**config.mk**
```make
export PLATFORM = sky130hd
export DESIGN_NAME = dma_device_port
export DESIGN_NICKNAME = d
export VERILOG_FILES = /design/src/rtl/dma_device_port.sv
export SDC_FILE = /design/constraint.sdc
export NUM_CORES = 1
export LEC_CHECK = 0
export ABC_AREA = 1
export CAP_MARGIN = 20
export CELL_PAD_IN_SITES_DETAIL_PLACEMENT = 0
export CELL_PAD_IN_SITES_GLOBAL_PLACEMENT = 1
export CORE_MARGIN = 2
export CORE_UTILIZATION = 45
export CTS_CLUSTER_DIAMETER = 30
export DETAILED_ROUTE_END_ITERATION = 10
export HOLD_SLACK_MARGIN = 0.05
export PLACE_DENSITY_LB_ADDON = 0.1
export RECOVER_POWER = 50
export SLEW_MARGIN = 25
export SYNTH_ARGS = -nofsm -noshare
export SYNTH_HDL_FRONTEND = slang
export SYNTH_SLANG_ARGS = --single-unit
```
**constraint.sdc**
```tcl
create_clock -name clk -period 4.5 [get_ports clk]
set_input_delay 0.9 -clock clk [delete_from_list [all_inputs] [get_ports clk]]
set_output_delay 0.9 -clock clk [all_outputs]
set_load 0.02 [all_outputs]
```
**src/rtl/dma_device_port.sv**
```systemverilog
// Peripheral-side responder for one 8237A DMA channel.
// An internal FIFO sits between the device core and the DMA bus cycle.
module dma_device_port #(
  parameter int DEPTH       = 8,
  parameter int DREQ_THRESH = 1
) (
  input  logic                     clk,
  input  logic                     reset,
  input  logic                     enable,
  input  logic                     dir,
  input  logic [7:0]               dev_wdata,
  input  logic                     dev_wr,
  input  logic                     dev_rd,
  output logic [7:0]               dev_rdata,
  output logic                     dev_full,
  output logic                     dev_empty,
  output logic [$clog2(DEPTH):0]   count,
  output logic                     dreq,
  input  logic                     dack,
  input  logic                     ior_n,
  input  logic                     iow_n,
  input  logic                     eop_n,
  input  logic [7:0]               db_in,
  output logic [7:0]               db_out,
  output logic                     db_oe,
  output logic                     done,
  output logic                     err,
  output logic [2:0]               state_dbg
);

  localparam int AW = $clog2(DEPTH);
  localparam int CW = AW + 1;
  localparam logic [CW-1:0] DEPTH_C  = CW'(DEPTH);
  localparam logic [CW-1:0] THRESH_C = CW'(DREQ_THRESH);

  localparam logic [2:0] S_IDLE    = 3'd0;
  localparam logic [2:0] S_REQ     = 3'd1;
  localparam logic [2:0] S_XFER    = 3'd2;
  localparam logic [2:0] S_RECOVER = 3'd3;
  localparam logic [2:0] S_DONE    = 3'd4;

  logic [7:0]    mem [DEPTH];
  logic [AW-1:0] wr_ptr, rd_ptr;
  logic [CW-1:0] cnt, cnt_next, room_next;
  logic [2:0]    state, state_next;
  logic          dir_q, dir_next;
  logic          strobe_low, commit, bus_push, bus_pop;
  logic          push_req, pop_req, do_push, do_pop;
  logic          is_full, is_empty, overrun, underrun, eop_hit, dreq_next;
  logic [7:0]    push_data;

  // Bus handshake: a transfer is one DACK-qualified strobe assertion (IOR for
  // dir=0, IOW for dir=1). It commits on the first clk seen in REQ; the strobe
  // must rise (or DACK drop) before the channel can commit again.
  assign is_full    = (cnt == DEPTH_C);
  assign is_empty   = (cnt == '0);
  assign strobe_low = dir_q ? ~iow_n : ~ior_n;
  assign commit     = enable & (state == S_REQ) & dack & strobe_low;
  assign bus_push   = commit & dir_q;
  assign bus_pop    = commit & ~dir_q;
  assign eop_hit    = enable & dack & ~eop_n;

  // The bus side wins the single FIFO port on each side when both try at once.
  assign push_req  = bus_push | dev_wr;
  assign push_data = bus_push ? db_in : dev_wdata;
  assign pop_req   = bus_pop | dev_rd;
  assign do_pop    = pop_req & ~is_empty;
  assign do_push   = push_req & (~is_full | do_pop);
  assign overrun   = bus_push & ~do_push;
  assign underrun  = bus_pop & is_empty;
  assign cnt_next  = cnt + CW'(do_push) - CW'(do_pop);
  assign room_next = DEPTH_C - cnt_next;

  always_comb begin
    state_next = state;
    if (!enable) begin
      state_next = S_IDLE;
    end else if (eop_hit) begin
      state_next = S_DONE;
    end else begin
      case (state)
        S_IDLE:    state_next = S_REQ;
        S_REQ:     if (commit) state_next = S_XFER;
        S_XFER:    state_next = S_RECOVER;
        S_RECOVER: if (!strobe_low || !dack) state_next = S_REQ;
        S_DONE:    state_next = S_DONE;
        default:   state_next = S_IDLE;
      endcase
    end
  end

  assign dir_next = (state == S_IDLE) ? dir : dir_q;

  // dreq looks ahead at the occupancy after this clk's pushes and pops.
  always_comb begin
    dreq_next = 1'b0;
    if (state_next == S_REQ || state_next == S_RECOVER) begin
      dreq_next = dir_next ? (room_next >= THRESH_C) : (cnt_next >= THRESH_C);
    end
  end

  always_ff @(posedge clk or negedge reset) begin
    if (!reset) begin
      state  <= S_IDLE;
      dir_q  <= 1'b0;
      dreq   <= 1'b0;
      done   <= 1'b0;
      err    <= 1'b0;
      wr_ptr <= '0;
      rd_ptr <= '0;
      cnt    <= '0;
    end else begin
      state <= state_next;
      dir_q <= dir_next;
      dreq  <= dreq_next;
      cnt   <= cnt_next;
      if (do_push) wr_ptr <= wr_ptr + AW'(1);
      if (do_pop)  rd_ptr <= rd_ptr + AW'(1);
      if (!enable) begin
        done <= 1'b0;
        err  <= 1'b0;
      end else begin
        if (eop_hit)             done <= 1'b1;
        if (overrun || underrun) err  <= 1'b1;
      end
    end
  end

  always_ff @(posedge clk) begin
    if (do_push) mem[wr_ptr] <= push_data;
  end

  // Bus read data is driven with no register so IOR sees it immediately.
  assign db_oe     = (state != S_IDLE) & ~dir_q & dack & ~ior_n;
  assign db_out    = db_oe ? (is_empty ? 8'hFF : mem[rd_ptr]) : 8'h00;
  assign dev_rdata = mem[rd_ptr];
  assign dev_full  = is_full;
  assign dev_empty = is_empty;
  assign count     = cnt;
  assign state_dbg = state;

endmodule

```
### After elaboration in Yosys (flattened, before gate mapping)

Memory sizes are Yosys's and may differ from the RTL's.
Index checks and enable logic that the tools add are counted.
Widths: inputs -> output; s select.

* $add $sub $neg: 5
* magnitude comparators: 2
* equality and inequality tests: 9
* mux-type cells: 18
* bitwise operators: 24
* reduce and logical (&&, ||, !) cells: 8

Operators with widths (count)
* $mux 8: 3
* $pmux 3 s5: 1
* $and 1x1->1: 14
* $mux 3: 4
* $mux 1: 10
* $eq 3x2->1 const B: 3
* $ge 4x1->1 const B: 2
* $not 1->1: 7
* $add 3x1->3 const B: 2
* $eq 3x1->1 const B: 2
* $add 4x1->4: 1
* $eq 4x4->1 const B: 1
* $logic_not 4->1: 1
* $ne 2x1->1 const B: 2
* $sub 4x1->4: 1
* $sub 4x4->4 const A: 1
* $eq 3x3->1 const B: 1
* $logic_not 3->1: 1
* $logic_or 1x1->1: 3
* $or 1x1->1: 3
* $reduce_bool 3->1: 1
* $logic_not 1->1: 2

* register bits: 17
* bits in writable memories: 64
* output and inout bits: 29
* word-level logic and storage cells: 75
* memories kept: 1

Memories
* mem: depth 8, bits a word 8, rd ports 1, clocked after memory_dff 0, wr ports 1, line 42 `logic [7:0] mem [DEPTH];`

### Depth between registers and ports, before layout

Gate-level depths: netlist (run 1).

* depth in word-level cells: 15
* gate-level depth with buffers: 18
* gate-level depth less buffers: 18

### Worst setup path after synthesis (run 1)

No wires, ideal clock.

* path type: input to register
* start: input port ior_n
* end: register dreq
* library setup time: 0.113 ns
* arrival time: 2.586 ns
* required time: 4.387 ns
* path slack: 1.801 ns
* stages: 13
* path buffers: 0
* cell sequence: nor2_1 nand3_2 nand2_2 nand2_4 inv_1 nand3_1 nand2_1 ha_1 fa_1 nor3_1 nand3_1 nand2_1 inv_1

* longest elaborated chain between the ends: 14
* elaborated cells between the ends (all ways): 27
* those cells by class: add/sub: 3; order compare: 2; eq/ne: 2; mux: 8; bitwise: 9; reduce/logical: 3

Ends and longest elaborated chain
* from (decl): line 20 `input logic ior_n,`
* $not 1->1 (*): line 57 `assign strobe_low = dir_q ? ~iow_n : ~ior_n;`
* $mux 1 (*): line 57
* $and 1x1->1 (*): line 58 `assign commit = enable & (state == S_REQ) & dack & strobe_low;`
* $and 1x1->1: line 60 `assign bus_pop = commit & ~dir_q;`
* $or 1x1->1: line 66 `assign pop_req = bus_pop | dev_rd;`
* $and 1x1->1: line 67 `assign do_pop = pop_req & ~is_empty;`
* $or 1x1->1: line 68 `assign do_push = push_req & (~is_full | do_pop);`
* $and 1x1->1: line 68
* $add 4x1->4: line 71 `assign cnt_next = cnt + CW'(do_push) - CW'(do_pop);`
* $sub 4x1->4 (*): line 71
* net cnt_next[1]: line 44 `logic [CW-1:0] cnt, cnt_next, room_next;`
* $sub 4x4->4: line 72 `assign room_next = DEPTH_C - cnt_next;`
* $ge 4x1->1: line 98 `dreq_next = dir_next ? (room_next >= THRESH_C) : (cnt_next >= THRESH_C);`
* $mux 1 (*): line 98
* $mux 1 (*): line 97 `if (state_next == S_REQ || state_next == S_RECOVER) begin`
* net dreq_next: line 49 `logic is_full, is_empty, overrun, underrun, eop_hit, dreq_next;`
* to (signal assigned): line 115 `dreq <= dreq_next;`
* to (decl): line 18 `output logic dreq,`

The timed path passes the listed nets; every way through them passes the cells marked *.
A chain may end at the register's enable or synchronous reset.

### Worst setup path after layout (run 1)

* start: input port ior_n
* end: output port db_out[7]

* longest elaborated chain between the ends: 3

Ends and longest elaborated chain
* $not 1->1: line 134 `assign db_oe = (state != S_IDLE) & ~dir_q & dack & ~ior_n;`
* $and 1x1->1: line 134
* $mux 8: line 135 `assign db_out = db_oe ? (is_empty ? 8'hFF : mem[rd_ptr]) : 8'h00;`
* to (decl): line 24 `output logic [7:0] db_out,`

No other way between the ends.

==> run metrics, run 1 <==
run status finished, final reports clean; RSZ-0062 raised after global routing false; Reg clk slew, reported paths 0.08 ns; worst-skew pair later-pin latency 0.34 ns; initial detailed-routing violation count 139; maximum number of pins on one net before global-route repair 34; Primary FF master, synth sky130_fd_sc_hd__edfxtp_1; CTS tree built; All-Layer GR Usage 0.2015; total inserted antenna cells 0; Max Slew Vio Count 0; DP Wirelength 5875 um; portion of the post-synthesis area used by sequential elements 0.6278; worst reg2reg setup slack around 1.7 ns; antenna violations before repair 0; Crit path buffers/inverters 2; startpoint class of the critical path input port; synthesized flop and latch total 81; arrival time worst endpoint 2.80 ns; number of nets produced by synthesis between 400 and 500; min cycle time layout 3.699 ns; proportion of register bits with asynchronous set or reset after synthesis 0.2099; worst-path fanout max 9; Mapped Avg Cell Area 10.10 um^2; root cell of the clock tree sky130_fd_sc_hd__clkbuf_8; buffer count from post-CTS setup fixing 0; CTS sink cnt 81; Setup Slack @ Placement 0.7927 ns; layout-stage area growth over the synthesis result 20.58%; count of nets after finishing 466; largest voltage drop on the vdd net 0.3730 mV; Post-Synthesis Cells 370; fraction of final layout cells sized beyond drive strength 1 0.05721; static leakage power 1.822 nW; Final setup violation count 0; worst-path cell chain clkdlybuf4s50_1, nor2_1, nand3_1, a31oi_1, clkdlybuf4s50_1; Detailed Route WL 8553 um; longest individual stage delay on the worst path approximately 0.64 ns; top achievable clock speed between 200 and 300 MHz; cell type contributing the most total cell area after synthesis sky130_fd_sc_hd__edfxtp_1; Congestion Overflow GR 0; max cap viols 0; Die Span Y 95.15 um; Largest delay share family, worst path buffers and inverters; Post-route DRC 0; Slowest cell on crit path sky130_fd_sc_hd__clkdlybuf4s50_1; cts repair resizes 0; top post-synthesis cells by area sky130_fd_sc_hd__edfxtp_1, sky130_fd_sc_hd__dfrtp_1, sky130_fd_sc_hd__nand2_1, sky130_fd_sc_hd__nor2_1, sky130_fd_sc_hd__o21ai_0; Port-buffer cells 54; most instantiated library cell after synthesis sky130_fd_sc_hd__nand2_1; number of hold violations in the final report 0; H-tree level count 3; Most common cell on crit path sky130_fd_sc_hd__clkdlybuf4s50_1; fin worst setup slack roughly 0.80 ns; post-synth top area share 0.5141; final-layout setup total negative slack 0 ns; WP data required 3.60 ns; worst-margin pin slew 0.8521 ns; count of cell types in the netlist 31; worst min-delay path category reg -> reg; slew margin rel. 0.4298; category of the most critical setup path in -> out; Clock Skew 0.01256 ns; total of warnings raised by yosys 0; number of optimization iterations in the first detailed-route pass 5; cts bufs inserted 9; power density relative to cell area 596.4 nW/um^2; share of the clock period used by the worst path 0.8221; Post-Route Utilization 0.5542; first-pass GRT wire length 13340 um; routed wire length per instance 15.78 um; worst-case clock buffer depth 2; # hold bufs at CTS 0; via/cell ratio 5.009; width of the die 95.15 um; number of enable flip-flop cells after synthesis between 60 and 70; cell total after placement 526; placeable core area roughly 8000 um^2; most frequent cells after synthesis sky130_fd_sc_hd__nand2_1, sky130_fd_sc_hd__nor2_1, sky130_fd_sc_hd__edfxtp_1, sky130_fd_sc_hd__o21ai_0, sky130_fd_sc_hd__inv_1; GP Congestion 0.7871; CP endpoint kind primary output; number of placed I/O pins 55; number of routed nets with antenna violations 0; vias after detailed routing 2715; vias in the first global route 2598; die area roughly 9000 um^2; Starting Density 0.4596; standard-cell rows 33; non-filler cells in the finished layout 542; Syn Std Cell Area between 3000 and 4000 um^2
-- layout by cell type (no fill, tap or decap), drive strengths merged, types with 7 or more instances in the layout --
cell,Yosys,final
nand3,18,18
ha,7,7
nand2,94,94
nor2,71,71
clkbuf,3,15
edfxtp,64,64
o21ai,42,42
inv,20,22
dlygate4sd3,0,13
clkdlybuf4s50,0,41
a31oi,9,9
dfrtp,17,17
clkinv,3,7
-- kinds of logic (layout without fill, tap and decap cells) --
kind of cell	count (synthesis)	count (layout)	share of synthesized area
adder cells (fa/ha/maj)	8	8	0.02878
AND/OR/NAND/NOR	188	188	0.2115
AO/OA/AOI/OAI	54	54	0.07698
flip-flops	81	81	0.6278
XOR/XNOR	3	3	0.007029
buffers and inverters	36	103	0.04785
-- state kept, by name (all words and copies together) (netlist names) --
register   flops
mem           64
count          4
rd_ptr         3
state_dbg      3
wr_ptr         3
dir_q          1
done           1
dreq           1
err            1
-- cell type report --
type	instances	area, um^2
well taps	105	131.4
multi-input cells	253	1172
flip-flops and latches	81	2347
inverters	23	86.33
repair buffers	64	593.1
clock buffers	9	123.9
fillers	708	3626
clock inverters	7	53.80
-- power by group --
part	leakage [nW]	switching, mW	internal, mW	total, mW
Combinational	0.940	0.734	0.441	1.18
Clock	0.0892	0.263	0.205	0.468
Sequential	0.793	0.102	0.942	1.04
Total	1.82	1.10	1.59	2.69
-- stage by stage --
stage          area (um^2)  hold WS [ns]  total power [mW]
2_1_floorplan         3739        0.5038             1.840
3_3_place_gp          4393        0.4698             2.255
3_5_place_dp          4393        0.4688             2.269
4_1_cts               4571        0.4901             2.737
5_1_grt               4508        0.5165             2.895
6_report              4508        0.4792             2.688
-- per-layer routing --
metal,GRT usage,share of wire
met5,0,0
met2,0.3251,0.48
met3,0.03004,0.067
met4,0.08575,0.011
met1,0.2728,0.44
-- worst reg2reg max path: cells and delay by family (launching register included) --
kind	cells	cell delay, ns
DFF	1	0.39
and+or+nand+nor	7	1.10
buffers and inverters	3	0.26
adders and majority gates	3	0.74
xor gates and xnor gates	1	0.19
-- final timing paths --
check / start / endpoint / cells past startpoint
setup / recovery: ior_n / db_out[7] / 5
hold / removal: done / done / 2
setup reg to reg: count[2] / dreq / 14
hold reg to reg: done / done / 2
max in group asynchronous: reset / count[1] / 1
min in group asynchronous: reset / wr_ptr[0] / 1
Power figures use the tool's default switching activity.
==> run 2: changes to the inputs <==
Settings changed: CORE_UTILIZATION 45 to 38.
Clock period 4.5 ns to 3.18 ns, I/O delays scaled along.
==> run 2 against run 1 <==
Compared with the run above:
- core utilization down 7.0 points
- die area increased by 18%
- combinational power is 47% higher
- global-route usage is 2.3 points lower
- count of clock-buffer cells in the layout unchanged
- via count up 1.5%
- final area grew 3.6%
- hold slack better by 0.0052 ns
- largest power group unchanged
==> run metrics, run 2 (synthesis gave the netlist of run 1 again) <==
cts bufs inserted 9 (unchanged); worst-skew pair later-pin latency 0.35 ns (about the same); first-pass GRT wire length 13660 um (+2.4%); WP data required 2.54 ns (-1.06 ns); CP endpoint kind primary output; Port-buffer cells 54 (unchanged); antenna violations before repair 0 (unchanged); Reg area 2349 um^2 (about the same); largest voltage drop on the vdd net 0.4400 mV (+18%); fin worst setup slack 0.2286 ns (-0.5720 ns); Die Span Y 103.2 um (+8.4%); most common library cell in the layout ignoring fill and taps sky130_fd_sc_hd__nand2_1; most frequent cells in the layout sky130_fd_sc_hd__nand2_1, sky130_fd_sc_hd__nor2_1, sky130_fd_sc_hd__edfxtp_1; DP Wirelength 6247 um (+6.3%); static leakage power 1.908 nW (+4.7%); fraction of final layout cells sized beyond drive strength 1 0.09172 (+0.03451); Worst setup startpoint rd_ptr[0]; placeable core area 9639 um^2 (+19%); maximum number of pins on one net before global-route repair 18 (-47%); worst-path fanout max 17 (+8); CTS sink cnt 81 (unchanged); via/cell ratio 4.752 (-5.1%); total inserted antenna cells 0 (unchanged); share of the clock period used by the worst path 0.9281; Max Slew Vio Count 0 (unchanged); standard-cell rows 36 (+9.1%); die area 10650 um^2 (+18%); non-filler cells in the finished layout 580 (+7.0%); Critical R2R Launch count[2]; vias in the first global route 2546 (-2.0%); slew margin rel. 0.4474 (+0.01762); Starting Density 0.3879 (-0.07177); root cell of the clock tree sky130_fd_sc_hd__clkbuf_8; CTS tree built; Congestion Overflow GR 0 (unchanged); number of routed nets with antenna violations 0 (unchanged); worst hold path startpoint done; Post-route DRC 0 (unchanged); number of placed I/O pins 55 (unchanged); Detailed Route WL 8925 um (+4.3%); run status finished, final reports clean; buffer count from post-CTS setup fixing 0 (unchanged); H-tree level count 3 (unchanged); Clock Skew 0.01386 ns (+0.001299 ns); Setup Slack @ Placement 0.07105 ns (-0.7216 ns); routed wire length per instance 15.39 um (-2.5%); All-Layer GR Usage 0.1780 (-0.02348); layout-stage area growth over the synthesis result 24.90%; number of hold violations in the final report 0 (unchanged); Reg clk slew, reported paths 0.09 ns (about the same); Post-Route Utilization 0.4844 (-0.06980); worst-margin pin slew 0.8261 ns (-0.02600 ns); fillcell total 974 (+38%); Final setup violation count 0 (unchanged); top register by number of flip-flops mem; cts repair resizes 0 (unchanged); top achievable clock speed 338.8 MHz; flip-flop count of the largest register, all copies and words added 64 (unchanged); category of the most critical setup path reg -> out; max cap viols 0 (unchanged); cell total after placement 563 (+7.0%); power density relative to cell area 857.8 nW/um^2 (+44%); count of nets after finishing 476 (+2.1%); area occupied by multi-input gates 1180 um^2 (+0.64%); GP Congestion 0.7805 (-0.84%); initial detailed-routing violation count 115 (-17%); # hold bufs at CTS 0 (unchanged); min cycle time layout just under 3 ns; worst-case clock buffer depth 2 (unchanged); worst min-delay path category reg -> reg; startpoint class of the critical path flop; arrival time worst endpoint 2.32 ns (-0.48 ns); vias after detailed routing 2756 (+1.5%); final-layout setup total negative slack 0 ns (unchanged); number of optimization iterations in the first detailed-route pass 4 (-1); RSZ-0062 raised after global routing false; width of the die 103.2 um (+8.4%)
==> run 2: critical path: stages (launching register included) <==
cell and delay [ns]:
sky130_fd_sc_hd__dfrtp_1 0.45, sky130_fd_sc_hd__buf_4 0.27, sky130_fd_sc_hd__nor2_1 0.08, sky130_fd_sc_hd__nor2_1 0.08, sky130_fd_sc_hd__o21ai_0 0.08, sky130_fd_sc_hd__nand2_1 0.10
sky130_fd_sc_hd__nand2_1 0.09, sky130_fd_sc_hd__a31oi_1 0.19, sky130_fd_sc_hd__clkdlybuf4s50_1 0.63
==> run 2: per-stage QoR <==
| step | area [um^2] | hold slack [ns] | power, mW |
|---|---|---|---|
| 2_1_floorplan | 3739 | 0.3404 | 2.604 |
| 3_3_place_gp | 4496 | 0.4668 | 3.263 |
| 4_1_cts | 4705 | 0.4918 | 4.075 |
| 3_5_place_dp | 4496 | 0.4703 | 3.281 |
| 5_1_grt | 4669 | 0.5051 | 4.324 |
| 6_report | 4669 | 0.4845 | 4.006 |
==> run 2: cell type report <==
class,count,share of cell area
Timing Repair Buffer,73,0.1436
Inverter,23,0.01929
Tap cell,133,0.03564
Sequential cell,81,0.5029
Timing Repair inverter,1,0.001072
Clock inverter,7,0.01822
Multi-Input combinational cell,253,0.2527
Clock buffer,9,0.02653
==> run 2: metal layers <==
| layer | vias up | global-route usage | routed length [um] | share of wire |
|---|---|---|---|---|
| li1 | 1389 | - | - | - |
| met1 | 1314 | 0.2385 | 4163 | 0.47 |
| met2 | 48 | 0.2942 | 4464 | 0.50 |
| met3 | 5 | 0.03360 | 217 | 0.024 |
| met4 | 0 | 0.05769 | 80 | 0.0090 |
| met5 | - | 0 | 0 | 0 |
==> run 2: path summary, 6_finish.rpt <==
path	to	slack, ns	depth (start not counted)
max	db_out[4]	0.23	8
min	done	0.48	2
max reg2reg	dreq	0.42	14
min reg2reg	done	0.48	2
max in group asynchronous	rd_ptr[1]	1.79	1
min in group asynchronous	done	0.82	1
==> run 2: power breakdown <==
group / switching [mW] / total (mW) / leakage [nW] / internal, mW
clock network: 0.405 / 0.785 / 0.107 / 0.379
registers: 0.146 / 1.48 / 0.792 / 1.33
logic: 1.06 / 1.74 / 1.01 / 0.681
total: 1.61 / 4.01 / 1.91 / 2.39
==> run 3: changes to the inputs <==
Settings changed: CTS_CLUSTER_DIAMETER 30 to 100, SLEW_MARGIN 25 to 10.
==> results of run 3 <==
Same layout as run 2: the final DEF is identical, and so are final timing and power.
